===== src/rtl/uart_rx.sv =====
// uart_rx: fixed-table asynchronous serial receiver for a 100 MHz clock.
//
// Ports
//   clk    system clock, all state updates on the rising edge
//   rst    synchronous active-low reset
//   Rx     asynchronous serial line, idle high
//   eight  1 = 8 data bits, 0 = 7 data bits
//   pen    1 = parity bit follows the data bits
//   ohel   parity sense: 1 = odd, 0 = even
//   baud   bit-rate select (table in bit_time)
//   clr    read acknowledge, clears RxRdy/PERR/FERR/OVF
//   data   last received character (data[7]=0 in 7-bit mode)
//   RxRdy  character available
//   PERR   parity error on the last character
//   FERR   stop bit of the last character was 0
//   OVF    a character completed while RxRdy was still set
//
// Handshake: RxRdy rises one cycle after the stop-bit sample and stays
// high until clr=1 is seen on a rising edge; a completion in the same
// cycle as clr wins, so the new character is never lost to the clear.
module uart_rx (
   input  logic       clk,
   input  logic       rst,
   input  logic       Rx,
   input  logic       eight,
   input  logic       pen,
   input  logic       ohel,
   input  logic [3:0] baud,
   input  logic       clr,
   output logic [7:0] data,
   output logic       RxRdy,
   output logic       PERR,
   output logic       FERR,
   output logic       OVF
);

   typedef enum logic [1:0] {IDLE, START, SHIFT, STOP} state_t;

   state_t      state, state_n;
   logic        s1, s2, rxs;
   logic [18:0] cnt, t_lat, h_lat;
   logic [3:0]  bitcnt, last_bit;
   logic [8:0]  sr;
   logic        eight_l, pen_l, ohel_l;
   logic        armed, done_q, stop_q;
   logic        start_frame, bit_take, stop_take, cnt_restart;
   logic        tick_h, tick_t;
   logic [7:0]  rx_data;
   logic        rx_par, par_err;

   function automatic logic [18:0] bit_time(input logic [3:0] b);
      case (b)
         4'b0000: bit_time = 19'd333333;
         4'b0001: bit_time = 19'd83333;
         4'b0010: bit_time = 19'd41667;
         4'b0011: bit_time = 19'd20833;
         4'b0100: bit_time = 19'd10417;
         4'b0101: bit_time = 19'd5208;
         4'b0110: bit_time = 19'd2604;
         4'b0111: bit_time = 19'd1736;
         4'b1000: bit_time = 19'd868;
         4'b1001: bit_time = 19'd434;
         4'b1010: bit_time = 19'd217;
         default: bit_time = 19'd109;
      endcase
   endfunction

   assign rxs      = s2;
   assign h_lat    = t_lat >> 1;
   assign tick_h   = (cnt == h_lat - 19'd1);
   assign tick_t   = (cnt == t_lat - 19'd1);
   // Index of the final bit held in sr: data bits first, parity last.
   assign last_bit = (eight_l ? 4'd7 : 4'd6) + {3'd0, pen_l};

   assign rx_data = eight_l ? sr[7:0] : {1'b0, sr[6:0]};
   assign rx_par  = eight_l ? sr[8] : sr[7];
   // Even parity expects XOR of the data bits; odd parity its inverse.
   assign par_err = pen_l & (rx_par ^ (^rx_data) ^ ohel_l);

   // Two-flop synchronizer, preset to the idle level.
   always_ff @(posedge clk) begin
      if (!rst) begin
         s1 <= 1'b1;
         s2 <= 1'b1;
      end else begin
         s1 <= Rx;
         s2 <= s1;
      end
   end

   always_ff @(posedge clk) begin
      if (!rst) state <= IDLE;
      else      state <= state_n;
   end

   always_comb begin
      state_n     = state;
      start_frame = 1'b0;
      bit_take    = 1'b0;
      stop_take   = 1'b0;
      cnt_restart = 1'b0;
      case (state)
         IDLE: begin
            // armed blocks a restart until the line has been seen idle.
            if (armed && !rxs) begin
               state_n     = START;
               start_frame = 1'b1;
            end
         end
         START: begin
            if (tick_h) begin
               cnt_restart = 1'b1;
               state_n     = rxs ? IDLE : SHIFT;
            end
         end
         SHIFT: begin
            if (tick_t) begin
               cnt_restart = 1'b1;
               bit_take    = 1'b1;
               if (bitcnt == last_bit) state_n = STOP;
            end
         end
         STOP: begin
            if (tick_t) begin
               cnt_restart = 1'b1;
               stop_take   = 1'b1;
               state_n     = IDLE;
            end
         end
         default: state_n = IDLE;
      endcase
   end

   always_ff @(posedge clk) begin
      if (!rst) begin
         cnt     <= '0;
         t_lat   <= '0;
         bitcnt  <= '0;
         sr      <= '0;
         eight_l <= 1'b0;
         pen_l   <= 1'b0;
         ohel_l  <= 1'b0;
         armed   <= 1'b0;
         done_q  <= 1'b0;
         stop_q  <= 1'b0;
      end else begin
         done_q <= stop_take;
         if (stop_take) stop_q <= rxs;

         if (state == IDLE && rxs) armed <= 1'b1;
         else if (stop_take)       armed <= 1'b0;

         if (start_frame) begin
            eight_l <= eight;
            pen_l   <= pen;
            ohel_l  <= ohel;
            t_lat   <= bit_time(baud);
            sr      <= '0;
            bitcnt  <= '0;
            cnt     <= '0;
         end else if (state == IDLE || cnt_restart) begin
            cnt <= '0;
         end else begin
            cnt <= cnt + 19'd1;
         end

         if (bit_take) begin
            sr[bitcnt] <= rxs;
            bitcnt     <= bitcnt + 4'd1;
         end
      end
   end

   always_ff @(posedge clk) begin
      if (!rst) begin
         data  <= 8'h00;
         RxRdy <= 1'b0;
         PERR  <= 1'b0;
         FERR  <= 1'b0;
         OVF   <= 1'b0;
      end else if (done_q) begin
         data  <= rx_data;
         RxRdy <= 1'b1;
         FERR  <= ~stop_q;
         PERR  <= par_err;
         OVF   <= RxRdy & ~clr;
      end else if (clr) begin
         RxRdy <= 1'b0;
         PERR  <= 1'b0;
         FERR  <= 1'b0;
         OVF   <= 1'b0;
      end
   end

endmodule


===== config.mk =====
export PLATFORM = sky130hd
export DESIGN_NAME = uart_rx
export DESIGN_NICKNAME = d
export VERILOG_FILES = /design/src/rtl/uart_rx.sv
export SDC_FILE = /design/constraint.sdc
export NUM_CORES = 1
export LEC_CHECK = 0
export ABC_AREA = 1
export CORE_UTILIZATION = 40
export DETAILED_ROUTE_END_ITERATION = 16
export GPL_TIMING_DRIVEN = 0
export SYNTH_ARGS = -nofsm -noshare
export SYNTH_HDL_FRONTEND = slang
export SYNTH_SLANG_ARGS = --single-unit
export TNS_END_PERCENT = 20

===== constraint.sdc =====
create_clock -name clk -period 2.63 [get_ports clk]
set_input_delay 0.3945 -clock clk [delete_from_list [all_inputs] [get_ports clk]]
set_output_delay 0.3945 -clock clk [all_outputs]
set_load 0.01 [all_outputs]

; After elaboration in Yosys (flattened, before gate mapping)
; Memories as Yosys holds them, arrays and structs flattened. A register that Yosys moved wholly into a read port is not among the register bits.
; Cells that the tools add are included.
; Widths: inputs -> output; s select.
[totals]
register_bits = 73
wordCells = 90
n_memories = 1
romBits = 288
out_inout_bits = 12
inputBits = 11
ram_bits = 0
latchBits = 0
[memory_table]
columns = name, words, word_bits, rd, rd_ports_with_merged_regs, wr, line
row1 = (name not given), 16, 18, 1, 1, 0, 52  ; case (b)
[op_classes]
addsub = 5
n_bitwise = 7
shifts = 0
reduce_logical = 14
mul = 0
order_cmp = 2
eq_ne = 11
div = 0
n_mux = 32
[op_table]
columns = operator, count
row1 = $eq 19x19->1, 2
row2 = $mux 9, 3
row3 = $add 19x1->19 const B, 1
row4 = $sub 18x1->19 const B, 1
row5 = $sub 19x1->19 const B, 1
row6 = $mux 1, 16
row7 = $mux 2, 6
row8 = $ne 2x2->1 const B, 5
row9 = $bwmux 9, 1
row10 = $mux 4, 2
row11 = $mux 8, 1
row12 = $pmux 2 s4, 1
row13 = $reduce_xor 8->1, 1
row14 = $reduce_bool 2->1, 3
row15 = $lt 4x5->1 const B, 1
row16 = $reduce_and 5->1, 1
row17 = $add 3x1->4, 1
row18 = $add 4x1->4 const B, 1
row19 = $demux 1 s4, 1
row20 = $eq 2x2->1 const B, 2
row21 = $eq 4x4->1, 1
row22 = $ge 4x1->1 const B, 1
row23 = $logic_and 1x1->1, 3
row24 = $not 1->1, 3
row25 = 9 further kinds, 12

; Logic depth before layout (Yosys ltp)
; Gate-level depths: netlist (run 1).
[depth]
word_depth = 8
mapped_depth = 19
depth_no_buf = 19

; Worst setup path after synthesis (run 1)
; Ideal clock, no wire load.
[synth_timing]
path_kind = register to register
startpoint = register t_lat[2]
endpoint = register cnt[17]
arrival_ns = 2.034
setup_time_ns = 0.114
setup_slack_ns = 0.482
n_path_buf = 1
t_required_ns = 2.516
path_stages_with_launch = 19
period_less_slack_ns = 2.148
path_cell_list = dfxtp_1 > inv_1 > ha_1 > inv_2 > nor2_4 > nand2_2 > nor2_4 > nand3b_1 > nand2_1 > nand2_1 > nor2_1 > nand2_1 > nor2_4 > nor2_2 > inv_1 > nand2_1 > nand2_4 > buf_6 > nor2_1
[synth_via]
elab_chain_cells = 6
elab_cells_between_ends = 9
classes_between = 2 x add/sub / 2 x eq/ne / 3 x mux / 2 x reduce/logical
[synth_lines]
columns = element, line
row1 = "start, declared", 41  ; logic [18:0] cnt, t_lat, h_lat;
row2 = $sub 19x1->19 / $sub 18x1->19 (equally long branches), "71, 70"
row3 = $eq 19x19->1 (on tied branches), "71, 70"
row4 = $mux 1 (on tied branches), "117, 124, 111"
row5 = $pmux 1 s2 *, 102  ; case (state)
row6 = $logic_or 1x1->1 *, 161  ; end else if (state == IDLE || cnt_restart) begin
row7 = $reduce_or 3->1 (no source line) *, --
row8 = "end signal, assigned", 164  ; cnt <= cnt + 19'd1;
row9 = "end, declared", 41
; Every way passes the cells marked *; elsewhere a longest branch is shown, timed or not.
; A chain may end at the register's enable or synchronous reset.

; Final worst setup path (run 1)
; Same ends and word-level chain as after synthesis.

==> out/metrics.yaml, run 1 <==
status:
  status: "completed"
pwr:
  powerDensity_nw_per_um2: 509
  internal_power_mw: 2.07
  switching_share_pct: 29.8
  p_leak_nw: 2.57
  p_sw_mw: 0.879
  p_comb_share_pct: 18.8
  seq_power_share_pct: 38.4
  clockPowerShare_pct: 42.8
  ir_drop_mv: 0.374
  power_mw: 2.94
detailed_routing:
  drt-initial-drc-count: 297
  wirelength_um: 14100
  viasPerCell: 5.11
  vias: 4968
  wl_per_cell_um: 14.5
  post-route-drc-count: 0
  drtPass1Iterations: 5
  ant_nets: 0
logic_synthesis:
  synth_warnings: 0
  ys_seq_area_share_pct: 29.2
  postSynthCellCount: 777
  syn_area_per_cell_um2: 6.35
  synth.distinct_cells: 40
  syn-num-nets: 801
  yosys_register_bits: 72
  syn_area_um2: 4930
layout:
  layout-drive-gt1-share_pct: 10.2
  final_net_count: 844
  antennaDiodeCount: 0
  fin_util_pct: 48.2
  syn2layout_area_growth_pct: 17.3
hold_path:
  min_path_type: "reg -> reg"
  min_delay_path_depth: 1
clock_tree:
  clockRootBuffer: "clkbuf_16"
  ctsHoldBuffers: 0
  htreeDepth: 3
  clock-sinks: 72
  cts_tree: "built"
  clockBufferDepth: 2
  path_clk_slew_ps: 60
  numCtsBuffers: 9
  clk_latency_ps: 340
timing:
  setup_violations: 0
  clock.fmax_mhz: 405
  skew_ps: 7.24
  layout_worst_path_cycle_share_pct: 93.9
  layout_min_cycle_time_ps: 2470
  finalSetupTns_ps: 0
  relSlewSlack_pct: 58.2
  slew_viol_final: 0
  hold_slack_ps: 411
  setup_ws_ps: 161
  worstMarginPinSlew_ps: 612
  hold_violations: 0
floorplan:
  row_count: 40
  dieArea_um2: 12800
  die_h_um: 113
  fp.coreArea_um2: 12000
  die_w_um: 113
  io_pins: 23
  start_util_pct: 41.1
setup_path:
  path_class: "reg -> reg"
  rr_worst_depth: 18
  critPathCaptureType: "register"
  arrival_ps: 2700
  worstPathRequired_ps: 2860
  crit_path_start_kind: "register"
  r2r_slack_ps: 160
  critical_path_peak_fanout: 10
place:
  place.gp.congestion: 0.917
  pre_cts_ws_ps: -157
  io_buffers: 22
  dp_hpwl_um: 11000
global_route:
  grt_max_degree: 14
  first_global_vias: 4685
  grt_usage_pct: 23.1
  grt_pass1_wl_um: 23100
  overflow: 0
  grt_antenna_before_repair: 0
flow_run:
  cap_violations: 0
metal layers:
metal  part of all wire, %  vias up  GRT usage [%]
met3                   4.7       21           4.82
li1                      -     2561              -
met5                     0        -              0
met4                   2.0        0           7.98
met1                    48     2271           30.9
met2                    45      115           37.1
power groups by stage:
stage,registers [mW],clock network [mW],logic [mW]
floorplan,1.15,0,0.393
global route,1.13,1.33,0.627
global placement,1.15,0,0.513
CTS,1.13,1.29,0.525
finish,1.13,1.26,0.552
detailed placement,1.15,0,0.520
worst max-delay path, stage by stage, from the launching register on:
cell	delay, ps
dfxtp_1	340
inv_2	120
ha_4	190
inv_2	80
nor2_4	140
nand2_2	90
nor2_4	190
nand3b_1	90
nand2_1	100
nand2_1	60
nor2_1	90
nand2_1	90
nor2_4	170
nor2_2	60
inv_1	50
nand2_1	70
nand2_4	150
buf_6	190
nor2_1	60
cells in the mapped netlist (all sizes together):
cell type / instances / area, um^2
a2111oi: 1 / 8.76
a211oi: 4 / 30.0
a21boi: 1 / 7.51
a21o: 1 / 7.51
a21oi: 28 / 140
a221oi: 5 / 43.8
a31oi: 4 / 25.0
and2: 1 / 6.26
and3: 1 / 6.26
buf: 5 / 43.8
clkbuf: 17 / 63.8
clkinv: 1 / 3.75
dfxtp: 72 / 1440
ha: 13 / 163
inv: 88 / 335
nand2: 224 / 868
nand3: 65 / 325
nand3b: 8 / 60.1
nand4: 6 / 37.5
nor2: 121 / 552
nor3: 13 / 85.1
nor3b: 3 / 22.5
nor4: 3 / 18.8
o2111ai: 1 / 8.76
o21ai: 43 / 219
o22ai: 2 / 12.5
o32ai: 1 / 8.76
or2: 2 / 12.5
xnor2: 18 / 158
xor2: 25 / 219
repair_timing:
item / in CTS / in global routing
pin swaps: 0 / 4
resized for setup: 2 / 20
gates cloned: 0 / 1
setup buffers: 0 / 9
setup endpoints to repair: 15 / 34
cell families (layout without fill, tap and decap cells):
kind of cell	after synthesis	in the layout	share of synthesized area (%)
adders and majority gates	13	13	3.30
xor gates and xnor gates	43	43	7.63
and+or+nand+nor	447	447	40.4
buffers and inverters	111	159	9.05
AOI/OAI and AO/OA	91	91	10.4
DFF	72	72	29.2
final cells by class:
cell class | instances | area, um^2
Multi-Input combinational cell | 594 | 3110
Fill cell | 1291 | 6230
Clock inverter | 5 | 63.8
Timing Repair inverter | 1 | 5.00
Timing Repair Buffer | 31 | 288
Buffer | 22 | 108
Inverter | 89 | 342
Sequential cell | 72 | 1440
Tap cell | 147 | 184
Clock buffer | 11 | 243
worst paths after layout:
check                        startpoint                 end
setup / recovery  t_lat[2]$_SDFFE_PN0P_  cnt[17]$_SDFF_PP0_
hold / removal            s1$_SDFF_PN1_      rxs$_SDFF_PN1_
setup reg to reg  t_lat[2]$_SDFFE_PN0P_  cnt[17]$_SDFF_PP0_
hold reg to reg           s1$_SDFF_PN1_      rxs$_SDFF_PN1_
metrics by stage:
step                cell area [um^2]  cells
global route                    5790    972
detailed placement              5340    946
global placement                5340    946
CTS                             5650    962
finish                          5790    972
floorplan                       4930    777
registers in the layout (all words and copies together), names as in the netlist, 4 cells and up, named ones only:
register	count
cnt	19
t_lat	18
sr	9
data	8
bitcnt	4
placed cells by master, fill, tap and decap left out, types with 3 or more instances in the layout:
cell type,n
clkbuf_16,9
clkdlybuf4s50_1,22
buf_6,3
nor3_1,9
nand2_1,216
clkbuf_1,18
inv_1,84
a211oi_1,4
nand4_1,6
a221oi_1,5
xor2_1,25
a21oi_1,28
o21ai_1,4
a31oi_1,4
ha_1,11
nor3_2,4
nand3b_1,8
nand2_2,6
buf_4,9
nor2_2,19
nand3_1,64
nor2_1,92
dfxtp_1,70
nor2_4,10
o21ai_0,38
nor3b_1,3
xnor2_1,18
(Power assumes the default switching activity.)
==> run 2: changes to the inputs <==
clock period = 3.13 ns   (was 2.63 ns; I/O delays follow)
==> run 2 against run 1 <==
Combinational power fell by 20%. Count of clock-buffer cells in the layout did not move. Clock power fell by 16%. Global-route usage stayed put. Setup slack improved by 140 ps. Sequential power fell by 16%. Non-clock buffer count shrank 9. Critical endpoint is now cnt[18]$_SDFF_PP0_. Largest cell class unchanged.
==> out/metrics.yaml, run 2 (synthesized netlist as in run 1, its figures left out) <==
global_route:
  grt_antenna_before_repair: 0  # unchanged
  overflow: 0  # unchanged
  grt_usage_pct: 23.1  # unchanged
  grt_pass1_wl_um: 23100  # unchanged
  first_global_vias: 4685  # unchanged
  grt_max_degree: 14  # unchanged
layout:
  layout_commonest_cell: "nand2_1"  # unchanged
  layout-drive-gt1-share_pct: 7.24  # was 10.2%
  final_cell_mix: "nand2_1, nor2_1, inv_1, dfxtp_1, nand3_1"  # unchanged
  syn2layout_area_growth_pct: 14.4  # was 17.3%
  largest_reg_flops: 19  # unchanged
  regMostFlops: "cnt"  # unchanged
  design_area_um2: 5640  # was 5790 um^2
  antennaDiodeCount: 0  # unchanged
  final_net_count: 834  # was 844
  top_regs: "cnt (19), t_lat (18), sr (9)"  # unchanged
setup_path:
  crit_path_start_kind: "register"  # unchanged
  cp_slowest_cell: "nor2_1"  # was dfxtp_1
  path_buf_inv: 3  # was 4
  slowest_delay_ps: 400  # was 340 ps
  worstPathRequired_ps: 3360  # was 2860 ps
  arrival_ps: 3060  # was 2700 ps
  cp.depth: 14  # was 18
  path_delay_family: "simple AND/OR/NAND/NOR gates"  # unchanged
  critPathCaptureType: "register"  # unchanged
  crit_chain: "inv_1, ha_1, inv_2, nor2_1, nand2_1, nand3_1, nand2_1, nor2_1, nand3_1, o21ai_2, nand2_1, nand2_4, buf_6, nor2_1"  # was inv_2, ha_4, inv_2, nor2_4, nand2_2, nor2_4, nand3b_1, nand2_1, nand2_1, nor2_1, nand2_1, nor2_4, nor2_2, inv_1, nand2_1, nand2_4, buf_6, nor2_1
  rr_worst_depth: 14  # was 18
  path_class: "reg -> reg"  # unchanged
  critical_path_peak_fanout: 10  # unchanged
clock_tree:
  clockRootBuffer: "clkbuf_16"  # unchanged
  ctsHoldBuffers: 0  # unchanged
  clk_latency_ps: 340  # about the same
  htreeDepth: 3  # unchanged
  path_clk_slew_ps: 60  # about the same
  clockBufferDepth: 2  # unchanged
  cts_tree: "built"  # unchanged
  numCtsBuffers: 9  # unchanged
  ctsResizeCount: 0  # was 2
  clock-sinks: 72  # unchanged
  cts_setup_buffers: 0  # unchanged
timing:
  relSlewSlack_pct: 58.2  # about the same
  grt_setup_unrepaired: "false"
  finalSetupTns_ps: 0  # unchanged
  hold_slack_ps: 411  # about the same
  worstMarginPinSlew_ps: 611  # was 612 ps
  clock.fmax_mhz: 353  # was 405 MHz
  slew_viol_final: 0  # unchanged
  hold_violations: 0  # unchanged
  layout_min_cycle_time_ps: 2830  # was 2470 ps
  layout_worst_path_cycle_share_pct: 90.4  # was 93.9%
  setup_violations: 0  # unchanged
  skew_ps: 7.34  # was 7.24 ps
floorplan:
  die_w_um: 113  # unchanged
  fp.coreArea_um2: 12000  # unchanged
  io_pins: 23  # unchanged
  start_util_pct: 41.1  # unchanged
  die_h_um: 113  # unchanged
  row_count: 40  # unchanged
  dieArea_um2: 12800  # unchanged
detailed_routing:
  drt-initial-drc-count: 322  # was 297
  wirelength_um: 13800  # was 14100 um
  drtPass1Iterations: 5  # unchanged
  post-route-drc-count: 0  # unchanged
  vias: 4942  # was 4968
  wl_per_cell_um: 14.4  # was 14.5 um
  ant_nets: 0  # unchanged
  viasPerCell: 5.14  # was 5.11
status:
  status: "completed"  # unchanged
pwr:
  switching_share_pct: 29.7  # was 29.8%
  powerDensity_nw_per_um2: 434  # was 509 nW/um^2
  p_comb_share_pct: 18.1  # was 18.8%
  clockPowerShare_pct: 43.2  # was 42.8%
  seq_power_share_pct: 38.7  # was 38.4%
  power_mw: 2.45  # was 2.94 mW
  p_sw_mw: 0.729  # was 0.879 mW
  internal_power_mw: 1.72  # was 2.07 mW
  ir_drop_mv: 0.312  # was 0.374 mV
  p_leak_nw: 2.51  # was 2.57 nW
hold_path:
  min_path_type: "reg -> reg"  # unchanged
  min_delay_path_depth: 1  # unchanged
flow_run:
  cap_violations: 0  # unchanged
place:
  place_area_um2: 5340  # unchanged
  place.gp.congestion: 0.917  # unchanged
  dp_hpwl_um: 11000  # unchanged
  io_buffers: 22  # unchanged
==> run 2: metal layers <==
metal | vias to the layer above | track usage (%) | routed length, um
met1 | 2251 | 30.9 | 6600
met3 | 21 | 4.82 | 744
met4 | 0 | 7.98 | 294
met5 | - | 0 | 0
met2 | 122 | 37.1 | 6190
li1 | 2548 | - | -
==> run 2: worst reg2reg max path, stage by stage, from the launching register on <==
cell and delay (ps):
dfxtp_1 340, inv_1 150, ha_1 350, inv_2 120, nor2_1 410, nand2_1 160
nand3_1 120, nand2_1 50, nor2_1 140, nand3_1 160, o21ai_2 200, nand2_1 110
nand2_4 160, buf_6 200, nor2_1 60
==> run 2: area by class of cell <==
cell class,instances,area [um^2]
Sequential cell,72,1440
Buffer,22,108
Clock buffer,11,243
Tap cell,147,184
Fill cell,1302,6370
Inverter,89,339
Clock inverter,5,63.8
Timing Repair Buffer,22,220
Multi-Input combinational cell,594,3050
==> run 2: power by group through the flow <==
stage	Sequential (mW)	Clock, mW	Combinational (mW)
floorplan	0.964	0	0.330
global placement	0.969	0	0.431
detailed placement	0.969	0	0.437
CTS	0.949	1.08	0.440
global route	0.952	1.12	0.505
finish	0.950	1.06	0.442
==> run 2: worst paths after layout <==
check,from,to,slack [ps]
min reg2reg,s1$_SDFF_PN1_,rxs$_SDFF_PN1_,410
max reg2reg,t_lat[2]$_SDFFE_PN0P_,cnt[18]$_SDFF_PP0_,300
min,s1$_SDFF_PN1_,rxs$_SDFF_PN1_,410
max,t_lat[2]$_SDFFE_PN0P_,cnt[18]$_SDFF_PP0_,300
==> run 2: through the flow <==
stage / cells / worst slack (ps) / util, %
2_1_floorplan: 777 / 982 / -
3_3_place_gp: 946 / 365 / 44.4
3_5_place_dp: 946 / 343 / 44.4
4_1_cts: 962 / 324 / 47.0
5_1_grt: 962 / 145 / 47.0
6_report: 962 / 300 / 47.0
